**src/rtl/mem_port_arbiter_if.sv**
```systemverilog
// Request, response and memory-side signals of the unified memory port arbiter.
// The slave modport is the arbiter's view. The master modport is the view of
// the hart and memory together.
interface mem_port_arbiter_if;
    // instruction-fetch port
    logic        i_if_req;
    logic [31:0] i_if_addr;
    logic        o_if_ack;
    logic        o_if_rvalid;
    logic [31:0] o_if_rdata;
    logic        o_if_err;
    // data port
    logic        i_d_req;
    logic [31:0] i_d_addr;
    logic        i_d_wen;
    logic [31:0] i_d_wdata;
    logic [3:0]  i_d_mask;
    logic        o_d_ack;
    logic        o_d_rvalid;
    logic [31:0] o_d_rdata;
    logic        o_d_err;
    // memory side
    logic        o_mem_req;
    logic [31:0] o_mem_addr;
    logic        o_mem_wen;
    logic [31:0] o_mem_wdata;
    logic [3:0]  o_mem_mask;
    logic        i_mem_ready;
    logic        i_mem_rvalid;
    logic [31:0] i_mem_rdata;

    modport slave (
        input  i_if_req, i_if_addr,
        output o_if_ack, o_if_rvalid, o_if_rdata, o_if_err,
        input  i_d_req, i_d_addr, i_d_wen, i_d_wdata, i_d_mask,
        output o_d_ack, o_d_rvalid, o_d_rdata, o_d_err,
        output o_mem_req, o_mem_addr, o_mem_wen, o_mem_wdata, o_mem_mask,
        input  i_mem_ready, i_mem_rvalid, i_mem_rdata
    );

    modport master (
        output i_if_req, i_if_addr,
        input  o_if_ack, o_if_rvalid, o_if_rdata, o_if_err,
        output i_d_req, i_d_addr, i_d_wen, i_d_wdata, i_d_mask,
        input  o_d_ack, o_d_rvalid, o_d_rdata, o_d_err,
        input  o_mem_req, o_mem_addr, o_mem_wen, o_mem_wdata, o_mem_mask,
        output i_mem_ready, i_mem_rvalid, i_mem_rdata
    );
endinterface

```
**src/rtl/mem_port_arbiter.sv**
```systemverilog
// Arbiter sharing one single-port memory between the fetch and data ports.
// Data has priority, but a pending fetch is forced through after MAX_DGRANT
// back-to-back data grants. Only one memory transaction is outstanding at a
// time. A transaction that stalls in REQ or WAIT for TIMEOUT cycles is aborted
// and reported to its owner with err set.
module mem_port_arbiter #(
    parameter int unsigned MAX_DGRANT = 4,
    parameter int unsigned TIMEOUT    = 255
) (
    input  logic               i_clk,
    input  logic               i_rst_n,
    mem_port_arbiter_if.slave  bus
);
    localparam int unsigned DCW = $clog2(MAX_DGRANT + 1);
    localparam int unsigned TW  = $clog2(TIMEOUT + 1);
    localparam logic [DCW-1:0] DMAX = DCW'(MAX_DGRANT);
    localparam logic [TW-1:0]  TLIM = TW'(TIMEOUT - 1);

    typedef enum logic [1:0] {S_IDLE, S_REQ, S_WAIT} state_t;

    state_t         state_q, state_d;
    logic [DCW-1:0] dcount_q, dcount_d;
    logic [TW-1:0]  timer_q, timer_d;
    logic           owner_d_q, owner_d_d;      // 1 = data port owns the transaction
    logic [31:0]    mem_addr_q, mem_addr_d;
    logic           mem_wen_q, mem_wen_d;
    logic [31:0]    mem_wdata_q, mem_wdata_d;
    logic [3:0]     mem_mask_q, mem_mask_d;
    logic           if_rvalid_q, if_rvalid_d;
    logic [31:0]    if_rdata_q, if_rdata_d;
    logic           if_err_q, if_err_d;
    logic           d_rvalid_q, d_rvalid_d;
    logic [31:0]    d_rdata_q, d_rdata_d;
    logic           d_err_q, d_err_d;
    logic           if_ack, d_ack, mem_req, grant_d;

    // Grant selection, transaction sequencing, timeout and response generation
    always_comb begin
        state_d     = state_q;
        dcount_d    = dcount_q;
        timer_d     = timer_q;
        owner_d_d   = owner_d_q;
        mem_addr_d  = mem_addr_q;
        mem_wen_d   = mem_wen_q;
        mem_wdata_d = mem_wdata_q;
        mem_mask_d  = mem_mask_q;
        if_rvalid_d = 1'b0;
        if_rdata_d  = if_rdata_q;
        if_err_d    = 1'b0;
        d_rvalid_d  = 1'b0;
        d_rdata_d   = d_rdata_q;
        d_err_d     = 1'b0;
        if_ack      = 1'b0;
        d_ack       = 1'b0;
        mem_req     = 1'b0;
        grant_d     = bus.i_d_req && !(bus.i_if_req && (dcount_q >= DMAX));

        case (state_q)
            S_IDLE: begin
                if (bus.i_d_req || bus.i_if_req) begin
                    state_d = S_REQ;
                    timer_d = '0;
                    if (grant_d) begin
                        d_ack       = 1'b1;
                        owner_d_d   = 1'b1;
                        mem_addr_d  = bus.i_d_addr;
                        mem_wen_d   = bus.i_d_wen;
                        mem_wdata_d = bus.i_d_wdata;
                        mem_mask_d  = bus.i_d_mask;
                        if (!bus.i_if_req) begin
                            dcount_d = '0;
                        end else if (dcount_q != DMAX) begin
                            dcount_d = dcount_q + 1'b1;
                        end
                    end else begin
                        if_ack      = 1'b1;
                        owner_d_d   = 1'b0;
                        mem_addr_d  = bus.i_if_addr;
                        mem_wen_d   = 1'b0;
                        mem_wdata_d = '0;
                        mem_mask_d  = '1;
                        dcount_d    = '0;
                    end
                end
            end
            S_REQ: begin
                mem_req = 1'b1;
                if (bus.i_mem_ready) begin
                    state_d = S_WAIT;
                    timer_d = '0;
                end else if (timer_q == TLIM) begin
                    state_d = S_IDLE;
                    if (owner_d_q) begin
                        d_rvalid_d = 1'b1;
                        d_err_d    = 1'b1;
                        d_rdata_d  = '0;
                    end else begin
                        if_rvalid_d = 1'b1;
                        if_err_d    = 1'b1;
                        if_rdata_d  = '0;
                    end
                end else begin
                    timer_d = timer_q + 1'b1;
                end
            end
            S_WAIT: begin
                if (bus.i_mem_rvalid) begin
                    state_d = S_IDLE;
                    if (owner_d_q) begin
                        d_rvalid_d = 1'b1;
                        d_rdata_d  = mem_wen_q ? '0 : bus.i_mem_rdata;
                    end else begin
                        if_rvalid_d = 1'b1;
                        if_rdata_d  = bus.i_mem_rdata;
                    end
                end else if (timer_q == TLIM) begin
                    state_d = S_IDLE;
                    if (owner_d_q) begin
                        d_rvalid_d = 1'b1;
                        d_err_d    = 1'b1;
                        d_rdata_d  = '0;
                    end else begin
                        if_rvalid_d = 1'b1;
                        if_err_d    = 1'b1;
                        if_rdata_d  = '0;
                    end
                end else begin
                    timer_d = timer_q + 1'b1;
                end
            end
            default: state_d = S_IDLE;
        endcase
    end

    // State, latched memory fields and registered responses
    always_ff @(posedge i_clk or negedge i_rst_n) begin
        if (!i_rst_n) begin
            state_q     <= S_IDLE;
            dcount_q    <= '0;
            timer_q     <= '0;
            owner_d_q   <= 1'b0;
            mem_addr_q  <= '0;
            mem_wen_q   <= 1'b0;
            mem_wdata_q <= '0;
            mem_mask_q  <= '0;
            if_rvalid_q <= 1'b0;
            if_rdata_q  <= '0;
            if_err_q    <= 1'b0;
            d_rvalid_q  <= 1'b0;
            d_rdata_q   <= '0;
            d_err_q     <= 1'b0;
        end else begin
            state_q     <= state_d;
            dcount_q    <= dcount_d;
            timer_q     <= timer_d;
            owner_d_q   <= owner_d_d;
            mem_addr_q  <= mem_addr_d;
            mem_wen_q   <= mem_wen_d;
            mem_wdata_q <= mem_wdata_d;
            mem_mask_q  <= mem_mask_d;
            if_rvalid_q <= if_rvalid_d;
            if_rdata_q  <= if_rdata_d;
            if_err_q    <= if_err_d;
            d_rvalid_q  <= d_rvalid_d;
            d_rdata_q   <= d_rdata_d;
            d_err_q     <= d_err_d;
        end
    end

    // Acks are gated by reset so every output is low while reset is held
    assign bus.o_if_ack    = if_ack & i_rst_n;
    assign bus.o_d_ack     = d_ack & i_rst_n;
    assign bus.o_mem_req   = mem_req;
    assign bus.o_mem_addr  = mem_addr_q;
    assign bus.o_mem_wen   = mem_wen_q;
    assign bus.o_mem_wdata = mem_wdata_q;
    assign bus.o_mem_mask  = mem_mask_q;
    assign bus.o_if_rvalid = if_rvalid_q;
    assign bus.o_if_rdata  = if_rdata_q;
    assign bus.o_if_err    = if_err_q;
    assign bus.o_d_rvalid  = d_rvalid_q;
    assign bus.o_d_rdata   = d_rdata_q;
    assign bus.o_d_err     = d_err_q;
endmodule

```
**src/flat_wrapper.sv**
```systemverilog
// flat-port wrapper written by rule: the top's interface ports become plain ports
module mem_port_arbiter_flat 
#(
    parameter int unsigned MAX_DGRANT = 4,
    parameter int unsigned TIMEOUT    = 255
)
  (i_clk, i_rst_n, bus_i_if_req, bus_i_if_addr, bus_o_if_ack, bus_o_if_rvalid, bus_o_if_rdata, bus_o_if_err, bus_i_d_req, bus_i_d_addr, bus_i_d_wen, bus_i_d_wdata, bus_i_d_mask, bus_o_d_ack, bus_o_d_rvalid, bus_o_d_rdata, bus_o_d_err, bus_o_mem_req, bus_o_mem_addr, bus_o_mem_wen, bus_o_mem_wdata, bus_o_mem_mask, bus_i_mem_ready, bus_i_mem_rvalid, bus_i_mem_rdata);
  mem_port_arbiter_if bus_i ();
  input  logic i_clk;
  input  logic i_rst_n;
  input wire logic [$bits(bus_i.i_if_req)-1:0] bus_i_if_req;
  input wire logic [$bits(bus_i.i_if_addr)-1:0] bus_i_if_addr;
  output wire logic [$bits(bus_i.o_if_ack)-1:0] bus_o_if_ack;
  output wire logic [$bits(bus_i.o_if_rvalid)-1:0] bus_o_if_rvalid;
  output wire logic [$bits(bus_i.o_if_rdata)-1:0] bus_o_if_rdata;
  output wire logic [$bits(bus_i.o_if_err)-1:0] bus_o_if_err;
  input wire logic [$bits(bus_i.i_d_req)-1:0] bus_i_d_req;
  input wire logic [$bits(bus_i.i_d_addr)-1:0] bus_i_d_addr;
  input wire logic [$bits(bus_i.i_d_wen)-1:0] bus_i_d_wen;
  input wire logic [$bits(bus_i.i_d_wdata)-1:0] bus_i_d_wdata;
  input wire logic [$bits(bus_i.i_d_mask)-1:0] bus_i_d_mask;
  output wire logic [$bits(bus_i.o_d_ack)-1:0] bus_o_d_ack;
  output wire logic [$bits(bus_i.o_d_rvalid)-1:0] bus_o_d_rvalid;
  output wire logic [$bits(bus_i.o_d_rdata)-1:0] bus_o_d_rdata;
  output wire logic [$bits(bus_i.o_d_err)-1:0] bus_o_d_err;
  output wire logic [$bits(bus_i.o_mem_req)-1:0] bus_o_mem_req;
  output wire logic [$bits(bus_i.o_mem_addr)-1:0] bus_o_mem_addr;
  output wire logic [$bits(bus_i.o_mem_wen)-1:0] bus_o_mem_wen;
  output wire logic [$bits(bus_i.o_mem_wdata)-1:0] bus_o_mem_wdata;
  output wire logic [$bits(bus_i.o_mem_mask)-1:0] bus_o_mem_mask;
  input wire logic [$bits(bus_i.i_mem_ready)-1:0] bus_i_mem_ready;
  input wire logic [$bits(bus_i.i_mem_rvalid)-1:0] bus_i_mem_rvalid;
  input wire logic [$bits(bus_i.i_mem_rdata)-1:0] bus_i_mem_rdata;
  assign bus_i.i_if_req = bus_i_if_req;
  assign bus_i.i_if_addr = bus_i_if_addr;
  assign bus_o_if_ack = bus_i.o_if_ack;
  assign bus_o_if_rvalid = bus_i.o_if_rvalid;
  assign bus_o_if_rdata = bus_i.o_if_rdata;
  assign bus_o_if_err = bus_i.o_if_err;
  assign bus_i.i_d_req = bus_i_d_req;
  assign bus_i.i_d_addr = bus_i_d_addr;
  assign bus_i.i_d_wen = bus_i_d_wen;
  assign bus_i.i_d_wdata = bus_i_d_wdata;
  assign bus_i.i_d_mask = bus_i_d_mask;
  assign bus_o_d_ack = bus_i.o_d_ack;
  assign bus_o_d_rvalid = bus_i.o_d_rvalid;
  assign bus_o_d_rdata = bus_i.o_d_rdata;
  assign bus_o_d_err = bus_i.o_d_err;
  assign bus_o_mem_req = bus_i.o_mem_req;
  assign bus_o_mem_addr = bus_i.o_mem_addr;
  assign bus_o_mem_wen = bus_i.o_mem_wen;
  assign bus_o_mem_wdata = bus_i.o_mem_wdata;
  assign bus_o_mem_mask = bus_i.o_mem_mask;
  assign bus_i.i_mem_ready = bus_i_mem_ready;
  assign bus_i.i_mem_rvalid = bus_i_mem_rvalid;
  assign bus_i.i_mem_rdata = bus_i_mem_rdata;
  mem_port_arbiter #(.MAX_DGRANT(MAX_DGRANT), .TIMEOUT(TIMEOUT)) u_core (.i_clk(i_clk), .i_rst_n(i_rst_n), .bus(bus_i));
endmodule
```
**config.mk**
```make
export PLATFORM = sky130hd
export DESIGN_NAME = mem_port_arbiter_flat
export DESIGN_NICKNAME = d
export VERILOG_FILES = /design/src/rtl/mem_port_arbiter_if.sv /design/src/rtl/mem_port_arbiter.sv /design/src/flat_wrapper.sv
export SDC_FILE = /design/constraint.sdc
export NUM_CORES = 1
export LEC_CHECK = 0
export BUFFER_PORTS_ARGS = -buffer_cell sky130_fd_sc_hd__buf_2
export CAP_MARGIN = 25
export CORE_ASPECT_RATIO = 0.5
export CORE_MARGIN = 5
export CORE_UTILIZATION = 35
export CTS_CLUSTER_DIAMETER = 100
export CTS_CLUSTER_SIZE = 12
export DETAILED_ROUTE_END_ITERATION = 8
export PLACE_DENSITY = 0.7
export SYNTH_ARGS = -nofsm -noshare
export SYNTH_HDL_FRONTEND = slang
export SYNTH_SLANG_ARGS = --single-unit
export TNS_END_PERCENT = 30
```
**constraint.sdc**
```tcl
create_clock -name i_clk -period 4.65 [get_ports i_clk]
set_clock_uncertainty 0.1 [all_clocks]
set_input_delay 1.395 -clock i_clk [delete_from_list [all_inputs] [get_ports i_clk]]
set_output_delay 1.395 -clock i_clk [all_outputs]
set_load 0.05 [all_outputs]
```
==> out/qor.txt <==
# diodes = 0
Clk pin slew, worst setup/hold paths = 60 ps
EDFF count, synth = 0
GRT busiest layer = met2
routing usage on met3 = 0.0351
GP Congestion = 0.789
Die Wd = 193 um
Avg Cell Area, Syn = 13.2 um2
most used cell along the critical path = buf_2
Int Pwr = 3.63 mW
crit path buf inv count = 2
Max-Cap Viols = 0
Hold Fails Final Rpt = 0
Setup TNS = 0 ps
HPWL after DPL = 11900 um
most frequent cells in the layout = 277 x buf_2, 151 x dfrtp_1, 98 x a22o_1, 39 x inv_1, 32 x a222oi_1
PwrDens = 900 nW/um2
Main synth FF type = dfrtp_1
WP data arrival = 2190 ps
DIE AREA = 19600 um2
most common cell after layout, fill and taps aside = buf_2
H-tree Lvls = 4
first-pass GRT wire length = 25600 um
combinational share of power = 0.504
NetSw = 3.68 mW
number of global-route vias before repair = 5051
Synth area leaders = dfrtp_1 64%, a22o_1 15%, a222oi_1 5.5%
unrepaired setup endpoints after global routing = no
met1 usage = 0.203
Slew headroom = 0.439
Reg power frac = 0.303
Critical Path Slowest Stage Cell = and3_2
Post-CTS Hold Buffers = 0
final setup fails = 0
Area Growth Syn to Fin = 38.6%
part of the power in the clock network = 0.193
PostCTS Resize Cnt = 0
first-iteration detailed-routing DRC count = 285
worst setup path startpoint = bus_i_if_req
Synth cell types = 34
vias = 4942
Avg WL per Cell = 17.1 um
switch share = 0.503
met2 usage = 0.286
Critical Path Sink Type = output port
CP required = 3150 ps
fin crit share = 0.793
area share of the largest cell type after synthesis = 0.645
Yosys warning total = 0
nature of the critical path startpoint = primary input
Fill cells = 1518
Die Span Y = 102 um
Worst-Skew Late Latency = 400 ps
via density per instance = 5.13
f_max = 0.271 GHz
nets@finish = 871
FF-to-FF Start = u_core.state_q[0]$_DFFE_PN0P_
critical path's largest stage delay = 210 ps
post-route ant nets = 0
core footprint = 16400 um2
critical setup path kind = primary input to output port
TritonCTS Buffers = 17
P_leak = 4.41 nW
fin worst setup slack = 962 ps
CTS Buffer Depth = 2
register area share after synthesis = 0.645
fin. max-slew vios = 0
synthesized instance count = 445
CP delay by family, top = simple AND/OR/NAND/NOR gates
largest area contributor in the netlist = dfrtp_1
setup bufs post-CTS = 0
#FFs+latches synth = 151
row cnt = 33
Crit Path Max Fanout = 5
status = complete, no violations
io pins = 279
Remaining Overflow, GRT = 0
gr usage total = 0.163
largest net degree at the start of global routing = 66
mapped cell area = 5860 um2
class of the worst hold path = register to register
effective utilization at floorplan = 0.358
Async SR Flop Fraction = 1.00
CTS tree = built
initial antenna violation count = 1
worst ir drop on vdd = 0.397 mV
clock sink total = 151
HP Start = u_core.bus.o_mem_mask[2]$_DFFE_PN0P_
Root Driver = clkbuf_16
CP Cell Sequence = buf_2 -> nand2_1 -> and3_2 -> and2_1 -> buf_2
drt drc = 0
I/O Buffers = 278
Pre-antenna DRT Iters = 7
DP Worst Slack = 950 ps
Worst-Margin Slew = 839 ps
share of cells above drive strength 1 = 0.447
minimum clock period = 3690 ps
Mapped Nets = 593
total routed wirelength = 16500 um
[path summary, 6_finish.rpt]
check	slack, ps	to	cells after the start
worst max register to register	1890	u_core.bus.o_d_rdata[30]$_DFFE_PN0P_	7
worst max-delay path	960	bus_o_d_ack	5
worst min register to register	390	u_core.bus.o_mem_mask[2]$_DFFE_PN0P_	1
max in group asynchronous	2920	u_core.bus.o_mem_wdata[12]$_DFFE_PN0P_	2
min in group asynchronous	960	u_core.bus.o_mem_wdata[21]$_DFFE_PN0P_	2
worst min-delay path	390	u_core.bus.o_mem_mask[2]$_DFFE_PN0P_	1
[cell usage after synthesis (5+ instances only)]
cell	count
a222oi_1	32
nand2_1	15
a21oi_1	10
nand3_1	7
clkbuf_1	14
o21ai_1	5
buf_2	16
inv_1	39
nor2_1	6
ha_1	9
a22o_1	98
dfrtp_1	151
o21ai_0	5
[metal layers]
layer,wire length [um],vias up,part of all wire
met4,235,2,0.014
met2,8330,193,0.51
met5,20,-,0.0012
met1,6760,2467,0.41
met3,1130,21,0.068
li1,-,2259,-
[through the flow]
step / area, um2 / cells / hold slack [ps] / util / power [mW]
6_report: 8120 / 963 / 390 / 0.496 / 7.31
5_1_grt: 8120 / 963 / 408 / 0.496 / 7.65
4_1_cts: 8120 / 963 / 394 / 0.496 / 7.38
3_5_place_dp: 7520 / 931 / 378 / 0.459 / 5.93
3_3_place_gp: 7520 / 931 / 371 / 0.459 / 5.89
2_1_floorplan: 5860 / 445 / 382 / - / 4.97
[power groups by stage]
| stage | combinational, mW | clock [mW] | sequential [mW] |
|---|---|---|---|
| final | 3.68 | 1.41 | 2.22 |
| after global routing | 3.87 | 1.50 | 2.28 |
| after CTS | 3.72 | 1.45 | 2.21 |
| after detailed placement | 3.72 | 0 | 2.22 |
| after global placement | 3.67 | 0 | 2.22 |
| after floorplan | 0.891 | 0 | 4.08 |
[logic make-up (layout without fill, tap and decap cells)]
group,count (synthesis),in the layout,share of synthesized area
AO/OA/AOI/OAI,166,166,0.241
flip-flops,151,151,0.645
buffers and inverters,69,360,0.0476
AND/OR/NAND/NOR,49,49,0.0453
adder cells (fa/ha/maj),9,9,0.0192
multiplexers,1,1,0.00192
[state kept, by name, summed over array words and instances (netlist names)]
register	count
u_core.bus.o_mem_wen	1
u_core.bus.o_mem_addr	32
u_core.bus.o_mem_wdata	32
u_core.bus.o_if_err	1
u_core.bus.o_d_err	1
u_core.state_q	2
u_core.bus.o_if_rvalid	1
u_core.owner_d_q	1
u_core.timer_q	8
u_core.bus.o_mem_mask	4
u_core.bus.o_d_rdata	32
u_core.bus.o_d_rvalid	1
u_core.bus.o_if_rdata	32
u_core.dcount_q	3
[area by class of cell]
| class | instances | area, um2 | share of cell area |
|---|---|---|---|
| Multi-Input combinational cell | 225 | 1830 | 0.226 |
| Tap cell | 227 | 284 | 0.0350 |
| Clock inverter | 15 | 176 | 0.0217 |
| Sequential cell | 151 | 3780 | 0.465 |
| Inverter | 39 | 146 | 0.0180 |
| Timing Repair Buffer | 289 | 1480 | 0.182 |
| Clock buffer | 17 | 425 | 0.0524 |
No activity file was read; power rests on OpenSTA's default activity.
